==> config.mk <==
export PLATFORM = sky130hd
export DESIGN_NAME = cp0_irq_timer
export DESIGN_NICKNAME = d
export VERILOG_FILES = /design/src/rtl/cp0_pkg.sv /design/src/rtl/cp0_timer.sv /design/src/rtl/cp0_irq_timer.sv
export SDC_FILE = /design/constraint.sdc
export NUM_CORES = 1
export LEC_CHECK = 0
export BUFFER_PORTS_ARGS = -buffer_cell sky130_fd_sc_hd__clkbuf_2
export CAP_MARGIN = 25
export CORE_ASPECT_RATIO = 0.75
export CORE_MARGIN = 2
export CORE_UTILIZATION = 49
export CTS_CLUSTER_SIZE = 20
export DETAILED_ROUTE_END_ITERATION = 16
export GPL_ROUTABILITY_DRIVEN = 0
export MAX_ROUTING_LAYER = met4
export PLACE_DENSITY_LB_ADDON = 0.2
export SKIP_LAST_GASP = 1
export SYNTH_ARGS = -nofsm -noshare
export SYNTH_HDL_FRONTEND = slang
export SYNTH_SLANG_ARGS = --single-unit
export TNS_END_PERCENT = 30
==> constraint.sdc <==
create_clock -name clk -period 2.3 [get_ports clk]
set_input_delay 0 -clock clk [delete_from_list [all_inputs] [get_ports clk]]
set_output_delay 0 -clock clk [all_outputs]
set_load 0.05 [all_outputs]
==> src/rtl/cp0_pkg.sv <==
// CP0 shared definitions: register numbers, exception codes and
// the bit positions of the Status and Cause fields.
package cp0_pkg;

    // CP0 register numbers
    localparam logic [4:0] REG_BADVADDR = 5'd8;
    localparam logic [4:0] REG_COUNT    = 5'd9;
    localparam logic [4:0] REG_COMPARE  = 5'd11;
    localparam logic [4:0] REG_STATUS   = 5'd12;
    localparam logic [4:0] REG_CAUSE    = 5'd13;
    localparam logic [4:0] REG_EPC      = 5'd14;

    // Exception codes carried in Cause.ExcCode
    typedef enum logic [4:0] {
        EXC_INT  = 5'd0,
        EXC_ADEL = 5'd4,
        EXC_ADES = 5'd5,
        EXC_SYS  = 5'd8,
        EXC_BP   = 5'd9,
        EXC_OV   = 5'd12
    } exc_code_e;

    // Status field positions
    localparam int STATUS_IE     = 0;
    localparam int STATUS_EXL    = 1;
    localparam int STATUS_IM_LSB = 8;

    // Cause field positions
    localparam int CAUSE_EXC_LSB = 2;
    localparam int CAUSE_IP_LSB  = 8;
    localparam int CAUSE_TI      = 15;

endpackage

==> src/rtl/cp0_timer.sv <==
// CP0 Count/Compare timer: a prescaler divides clk by TIMER_DIV to
// advance Count; a sticky pending flag is raised when an increment
// lands on Compare and is cleared by any Compare write.
module cp0_timer #(
    parameter int TIMER_DIV = 2
) (
    input  logic        clk,
    input  logic        rst,
    input  logic        wr_count,
    input  logic        wr_compare,
    input  logic [31:0] wdata,
    output logic [31:0] count,
    output logic [31:0] compare,
    output logic        pending
);

    localparam int PW = (TIMER_DIV > 1) ? $clog2(TIMER_DIV) : 1;

    logic [PW-1:0] presc;
    logic          tick;
    logic [31:0]   count_next;

    // Prescaler wrap marks the cycle Count advances
    always_comb begin
        tick       = (presc == PW'(TIMER_DIV - 1));
        count_next = count + 32'd1;
    end

    // Prescaler, Count, Compare and the sticky match flag
    always_ff @(posedge clk) begin
        if (rst) begin
            presc   <= '0;
            count   <= '0;
            compare <= '0;
            pending <= 1'b0;
        end else begin
            // A software Count write restarts the prescaler and skips the increment
            if (wr_count) begin
                count <= wdata;
                presc <= '0;
            end else if (tick) begin
                count <= count_next;
                presc <= '0;
            end else begin
                presc <= presc + PW'(1);
            end

            if (wr_compare)
                compare <= wdata;

            // Writing Compare acknowledges the timer, even against a same-cycle match
            if (wr_compare)
                pending <= 1'b0;
            else if (!wr_count && tick && (count_next == compare))
                pending <= 1'b1;
        end
    end

endmodule

==> src/rtl/cp0_irq_timer.sv <==
// CP0 for the 54-instruction pipeline: Status, Cause, EPC, BadVAddr,
// Count/Compare timer and NUM_IRQ level-sensitive interrupt lines.
// Raises int_req when an unmasked interrupt is pending and supplies
// the trap-entry / eret target on exc_addr.
module cp0_irq_timer
    import cp0_pkg::*;
#(
    parameter int          NUM_IRQ    = 6,
    parameter int          TIMER_DIV  = 2,
    parameter logic [31:0] EXC_VECTOR = 32'h00400004,
    parameter logic [31:0] STATUS_RST = 32'h0000FF01
) (
    input  logic               clk,
    input  logic               rst,
    input  logic               mfc0,
    input  logic               mtc0,
    input  logic               eret,
    input  logic               exception,
    input  logic [4:0]         cause,
    input  logic [4:0]         addr,
    input  logic [31:0]        wdata,
    input  logic [31:0]        pc,
    input  logic [31:0]        bad_vaddr,
    input  logic [NUM_IRQ-1:0] irq,
    output logic [31:0]        rdata,
    output logic [31:0]        status,
    output logic [31:0]        exc_addr,
    output logic               int_req,
    output logic               timer_int
);

    logic [7:0]         im;
    logic               exl;
    logic               ie;
    logic [NUM_IRQ-1:0] ip_hw;
    logic [4:0]         exc_code;
    logic [31:0]        epc;
    logic [31:0]        badvaddr;
    logic [31:0]        count;
    logic [31:0]        compare;
    logic               pending;
    logic [31:0]        cause_reg;
    logic               wr_status;
    logic               wr_epc;

    cp0_timer #(
        .TIMER_DIV (TIMER_DIV)
    ) u_timer (
        .clk        (clk),
        .rst        (rst),
        .wr_count   (mtc0 && (addr == REG_COUNT)),
        .wr_compare (mtc0 && (addr == REG_COMPARE)),
        .wdata      (wdata),
        .count      (count),
        .compare    (compare),
        .pending    (pending)
    );

    // Assemble architectural Status/Cause views and the interrupt request
    always_comb begin
        wr_status = mtc0 && (addr == REG_STATUS);
        wr_epc    = mtc0 && (addr == REG_EPC);

        status                          = '0;
        status[STATUS_IM_LSB +: 8]      = im;
        status[STATUS_EXL]              = exl;
        status[STATUS_IE]               = ie;

        cause_reg                       = '0;
        cause_reg[CAUSE_IP_LSB +: NUM_IRQ] = ip_hw;
        cause_reg[CAUSE_TI]             = pending;
        cause_reg[CAUSE_EXC_LSB +: 5]   = exc_code;

        timer_int = pending;
        int_req   = ie && !exl && (|(cause_reg[15:8] & im));
        exc_addr  = eret ? epc : EXC_VECTOR;
    end

    // Combinational register read port
    always_comb begin
        rdata = '0;
        if (mfc0) begin
            case (addr)
                REG_BADVADDR: rdata = badvaddr;
                REG_COUNT:    rdata = count;
                REG_COMPARE:  rdata = compare;
                REG_STATUS:   rdata = status;
                REG_CAUSE:    rdata = cause_reg;
                REG_EPC:      rdata = epc;
                default:      rdata = '0;
            endcase
        end
    end

    // Status/Cause/EPC/BadVAddr update; exception beats eret beats mtc0 on shared fields
    always_ff @(posedge clk) begin
        if (rst) begin
            im       <= STATUS_RST[15:8];
            exl      <= STATUS_RST[1];
            ie       <= STATUS_RST[0];
            ip_hw    <= '0;
            exc_code <= '0;
            epc      <= EXC_VECTOR;
            badvaddr <= '0;
        end else begin
            ip_hw <= irq;

            if (wr_status) begin
                im <= wdata[15:8];
                ie <= wdata[0];
            end

            if (exception)
                exl <= 1'b1;
            else if (eret)
                exl <= 1'b0;
            else if (wr_status)
                exl <= wdata[1];

            // A nested trap keeps the original return address
            if (exception) begin
                if (!exl)
                    epc <= pc;
            end else if (wr_epc) begin
                epc <= wdata;
            end

            if (exception) begin
                exc_code <= cause;
                if ((cause == EXC_ADEL) || (cause == EXC_ADES))
                    badvaddr <= bad_vaddr;
            end
        end
    end

endmodule

# After elaboration in Yosys (flattened, before gate mapping)
# Index checks and enable logic that the tools add are counted.
# Widths: inputs -> output; s select.
[totals]
regBits = 151
in_bits = 118
[op_classes]
n_addsub = 2
eq_ne = 10
muxes = 11
bitwise_logic = 1
n_reduce_logical = 19
[op_table]
columns = ["op", "n"]
rows = [
  ["$mux 32", 7],
  ["$pmux 32 s6", 1],
  ["$add 32x1->32 const B", 1],
  ["$eq 32x32->1", 1],
  ["$eq 5x4->1 const B", 6],
  ["$eq 5x3->1 const B", 2],
  ["$and 8x8->8", 1],
  ["$logic_and 1x1->1", 8],
  ["$reduce_or 8->1", 1],
  ["$reduce_and 2->1", 2],
  ["$reduce_bool 2->1", 2],
  ["$mux 1", 3],
  ["$reduce_bool 3->1", 1],
  ["$reduce_or 3->1", 1],
  ["$logic_not 1->1", 2],
  ["$ne 2x2->1 const B", 1],
  ["$reduce_or 2->1", 1],
  ["$add 1x1->1 const B", 1],
  ["$logic_or 1x1->1", 1],
]

# Depth between registers and ports, before layout
[logic_depth]
word_depth = 5
ltp_mapped = 9
ltp_nobuf = 8

# Cells and area by module
# A second synthesis with hierarchy kept.
[unflattened]
hier_cells = 1031
area_unflattened_um2 = 8690.8
[modules_own_cells]
columns = ["module", "instances", "cells_each", "area_per_inst_um2", "seq_area_each_um2"]
rows = [
  ["cp0_irq_timer", 1, 564, 4765.8, 1701.6],
  ["cp0_timer", 1, 467, 3925.0, 1321.3],
]

# Worst setup path after synthesis
# No wires, ideal clock.
[synth_timing]
path_kind = "register to output"
start = "register im[5]"
end = "output int_req"
arrival_ns = 2.203
required_time_ns = 2.300
slack_ns = 0.097
path_stages_with_launch = 3
cell_sequence = "dfxtp_1 > a222oi_1 > a311oi_1"
[synth_via]
elab_chain_len = 3
[synth_lines]
columns = ["item", "line_no", "rtl"]
rows = [
  ["from (decl)", "cp0_irq_timer.sv:32", "logic [7:0] im;"],
  ["from (signal assigned)", "cp0_irq_timer.sv:98", "im <= STATUS_RST[15:8];"],
  ["from (signal assigned)", "cp0_irq_timer.sv:109", "im <= wdata[15:8];"],
  ["$and 8x8->8", "cp0_irq_timer.sv:75", "int_req = ie && !exl && (|(cause_reg[15:8] & im));"],
  ["$reduce_or 8->1", "cp0_irq_timer.sv:75", ""],
  ["$logic_and 1x1->1", "cp0_irq_timer.sv:75", ""],
  ["to (decl)", "cp0_irq_timer.sv:28", "output logic int_req,"],
]
# No other way between the ends.

# Worst setup path in the final report
[layout_timing]
start = "register u_timer.count[11]"
end = "register u_timer.pending"
[layout_via]
elab_chain_len = 3
[layout_lines]
columns = ["item", "line_no", "rtl"]
rows = [
  ["from (decl)", "cp0_timer.sv:12", "output logic [31:0] count,"],
  ["from (signal assigned)", "cp0_timer.sv:39", "count <= wdata;"],
  ["from (signal assigned)", "cp0_timer.sv:42", "count <= count_next;"],
  ["$add 32x1->32", "cp0_timer.sv:26", "count_next = count + 32'd1;"],
  ["$eq 32x32->1", "cp0_timer.sv:54", "else if (!wr_count && tick && (count_next == compare))"],
  ["$logic_and 1x1->1", "cp0_timer.sv:54", ""],
  ["to (signal assigned)", "cp0_timer.sv:35", "pending <= 1'b0;"],
  ["to (signal assigned)", "cp0_timer.sv:53", "pending <= 1'b0;"],
  ["to (signal assigned)", "cp0_timer.sv:55", "pending <= 1'b1;"],
  ["to (decl)", "cp0_timer.sv:14", "output logic pending"],
]
# No other way between the ends.
# A chain may end at the register's enable or synchronous reset.

==> impl_metrics.ini <==
[detailed_routing]
first_pass_iters = 5
wirelength_um = 29960
num_vias = 9294
wl_met2_um = 13600
drt-wirelength-per-cell_um = 18.33
antenna_left = 0
met3WireLength_um = 2307
top_layer = met4
drt_iter0_markers = 1062
drc = 0
m1WireLength_um = 13360
avgViaCountPerCell = 5.688

[power]
clkPwrFrac_pct = 42.9
p_sw_mw = 1.822
p_int_mw = 4.855
p_sw_share_pct = 27.29
p_total_mw = 6.677
combinationalPowerShare_pct = 15.4
p_per_area_nw_per_um2 = 549.2
irDropWorstVdd_uv = 458.9
pwr-share-seq_pct = 41.7
p_leak_nw = 4.833

[floorplan]
start_util_pct = 49.51
rows = 42
die_x_um = 157.6
num_io_pins = 216
core_region_area_sq_um = 17500
die_h_um = 119.2
dieArea_sq_um = 18770

[critical_path]
cp.arrival_ns = 2.56
cp_max_fo = 7
cp-end-kind = flip-flop
r2r-end = u_timer.pending$_SDFFE_PP0P_
reg2reg_slack_ns = 0.11
crit_path_end = u_timer.pending$_SDFFE_PP0P_
worstSetupStartpoint = u_timer.count[11]$_SDFFE_PP0P_
cp_num_buf_inv = 1
r2r_start = u_timer.count[11]$_SDFFE_PP0P_
cp_top_family = simple AND/OR/NAND/NOR gates
path_cells = buf_4 -> nand2_1 -> or4_4 -> nor3b_1 -> o221ai_1 -> nor4_1 -> nand4_1 -> o21ai_1
cpPeakStageDelay_ns = 0.58
r2r_cells = 8
crit_required_ns = 2.67
criticalPathCategory = flip-flop to flip-flop
worstSetupStartpointType = flip-flop
cp.depth = 8
cp_slowest_cell = or4_4

[global_route]
overflow = 0
grt_pass1_wl_um = 47140
grt_max_degree = 84
grt_pass1_vias = 9014
antenna_found_initial = 0
grtUsageTotal_pct = 32.78

[clock_tree]
cts_buffers = 17
tritoncts = built
h-tree-depth = 4
clk_pin_slew_ns = 0.06
clockBufferDepth = 2
cts_root_buf = clkbuf_16
clock_latency_ns = 0.43
cts_num_sinks = 151

[timing]
layout_setup_ws_ns = 0.1107
period_needed_ns = 2.189
clock_skew_ns = 0.01129
hold_viol = 0
finalSetupViolations = 0
worst_pin_slew_ns = 1.034
finalMaxSlewViolations = 0
fin_crit_sh_pct = 95.19
timing.hold.ws_ns = 0.1173
tns_ns = 0
slew_headroom_pct = 31.09
fmax_mhz = 456.8

[cells_and_area]
stdcell_area_sq_um = 12160
antenna_cells = 0
final_net_count = 1499
fin_cells = 1634
final_util_pct = 69.48
drive_above_1_share_pct = 22.27
n_fill_cell = 1428
syn_to_final_growth_pct = 40.33

[synth]
netlist_area_sq_um = 8665
ys_ff_latch = 151
synth.avg_cell_area_sq_um = 7.863
synth_area_leaders = dfxtp_1 35%, mux2i_1 8.2%, nand2_1 7.1%
synth-seq-area-share_pct = 34.89
synthDistinctLibCells = 60
synth_top_cell_by_area = dfxtp_1
synth_top_area_share_pct = 34.89
async_flop_share_pct = 0
syn_inst = 1102
synth-edff-count = 0
synth_flop_cell = dfxtp_1
yosys_warnings = 0

[hold_path]
hold_depth = 3
hold_path_class = input port to flip-flop

[run_status]
outcome = finished, final reports clean

[place]
numPortBuffers = 193
hpwlAfterDp_um = 19860
place_ws_ns = -0.05439
postPlaceCellArea_sq_um = 10430
placed_cells = 1496

[flow_run]
maxCapViolations = 0
-- placed cells by master (no fill, tap or decap), types with 5 or more instances in the layout --
cell type and count:
nand4_1 22, clkbuf_2 160, dfxtp_1 145, buf_4 59, xnor2_1 32, inv_1 7, nor4_1 8, nor3_1 7
o21ai_0 23, and3_1 17, nand2_1 164, clkbuf_8 5, dlygate4sd3_1 106, nand2b_1 6, a21oi_1 72, nor4_2 6
a22oi_1 8, mux2i_1 70, nor2_1 133, xor2_1 34, and2_1 32, nor3b_1 5, nor2b_1 8, buf_12 35
a211oi_1 60, a211o_1 11, conb_1 22, a221oi_1 30, dfxtp_2 6, nand3_1 15, clkbuf_16 17
-- metal layers --
layer | up-vias | GRT usage [%]
li1 | 4392 | -
met1 | 4419 | 44.50
met2 | 416 | 49.62
met3 | 67 | 6.550
met4 | 0 | 9.489
met5 | - | -
-- flip-flops by register name (all words and copies together), names as in the netlist --
name and cells:
exc_code 5, im 8, exl 1, badvaddr 32, u_timer.presc 1, u_timer.pending 1
u_timer.count 32, ip_hw 6, epc 32, ie 1, u_timer.compare 32
-- cells by family after synthesis --
group | after synthesis | synth area share [%]
other | 1 | 0.04328
buffers and inverters | 129 | 7.076
muxes | 72 | 8.332
xor gates and xnor gates | 67 | 6.931
adders and majority gates | 1 | 0.1444
DFF | 151 | 34.89
AOI/OAI and AO/OA | 232 | 18.12
and+or+nand+nor | 449 | 24.46
-- power groups by stage --
stage,combinational [mW],sequential (mW),clock [mW]
floorplan,0.606,2.81,0
global placement,0.856,2.83,0
detailed placement,0.862,2.83,0
CTS,1.01,2.78,2.87
global route,1.10,2.79,2.98
finish,1.03,2.78,2.86
-- layout make-up --
type	instances	area, sq um	share of cell area [%]
Multi-Input combinational cell	843	5199	42.76
Clock inverter	6	90.09	0.7409
Sequential cell	151	3030	24.92
Timing Repair Buffer	360	3005	24.72
Clock buffer	25	505.5	4.157
Inverter	7	26.28	0.2161
Tap cell	242	302.8	2.490
-- worst reg2reg max path, cell delays in order (launching register included) --
cell	delay [ns]
dfxtp_1	0.33
buf_4	0.16
nand2_1	0.12
or4_4	0.58
nor3b_1	0.30
o221ai_1	0.14
nor4_1	0.25
nand4_1	0.13
o21ai_1	0.12
-- synth_stat cells (all sizes together), types with 2 or more instances --
| cell | number |
|---|---|
| nand2 | 165 |
| dfxtp | 151 |
| nor2 | 133 |
| clkbuf | 73 |
| a21oi | 72 |
| mux2i | 71 |
| a211oi | 61 |
| buf | 49 |
| xor2 | 34 |
| and2 | 32 |
| xnor2 | 32 |
| a221oi | 30 |
| o21ai | 24 |
| nand4 | 22 |
| and3 | 17 |
| nand3 | 16 |
| nor4 | 16 |
| a211o | 11 |
| nor3 | 9 |
| a22oi | 8 |
| nor2b | 8 |
| inv | 7 |
| nand2b | 6 |
| nor3b | 6 |
| a31oi | 4 |
| nand3b | 4 |
| o22ai | 4 |
| or3 | 4 |
| a222oi | 3 |
| a311oi | 3 |
| and4 | 3 |
| o21a | 3 |
| or4 | 3 |
| o211ai | 2 |
-- how the worst min path moves through the flow --
stage            from                    to  slack [ns]
6_report       pc[20]  epc[20]$_SDFFE_PP0P_        0.12
4_1_cts        pc[20]  epc[20]$_SDFFE_PP0P_        0.09
2_1_floorplan  irq[0]   ip_hw[0]$_SDFF_PP0_        0.13
3_5_place_dp   irq[4]   ip_hw[4]$_SDFF_PP0_        0.22
3_3_place_gp   irq[0]   ip_hw[0]$_SDFF_PP0_        0.21
5_1_grt          mtc0    im[2]$_SDFFE_PP1P_        0.18
-- repair_timing --
action / in CTS / in global routing
hold buffers: 106 / 0
gates resized for setup: 1 / 14
setup buffers: 0 / 1
pin swaps: 0 / 3
endpoints found under the hold margin: 146 / 0
setup endpoints to repair: 2 / 12
Note: power is estimated with default switching activity, not from simulation.
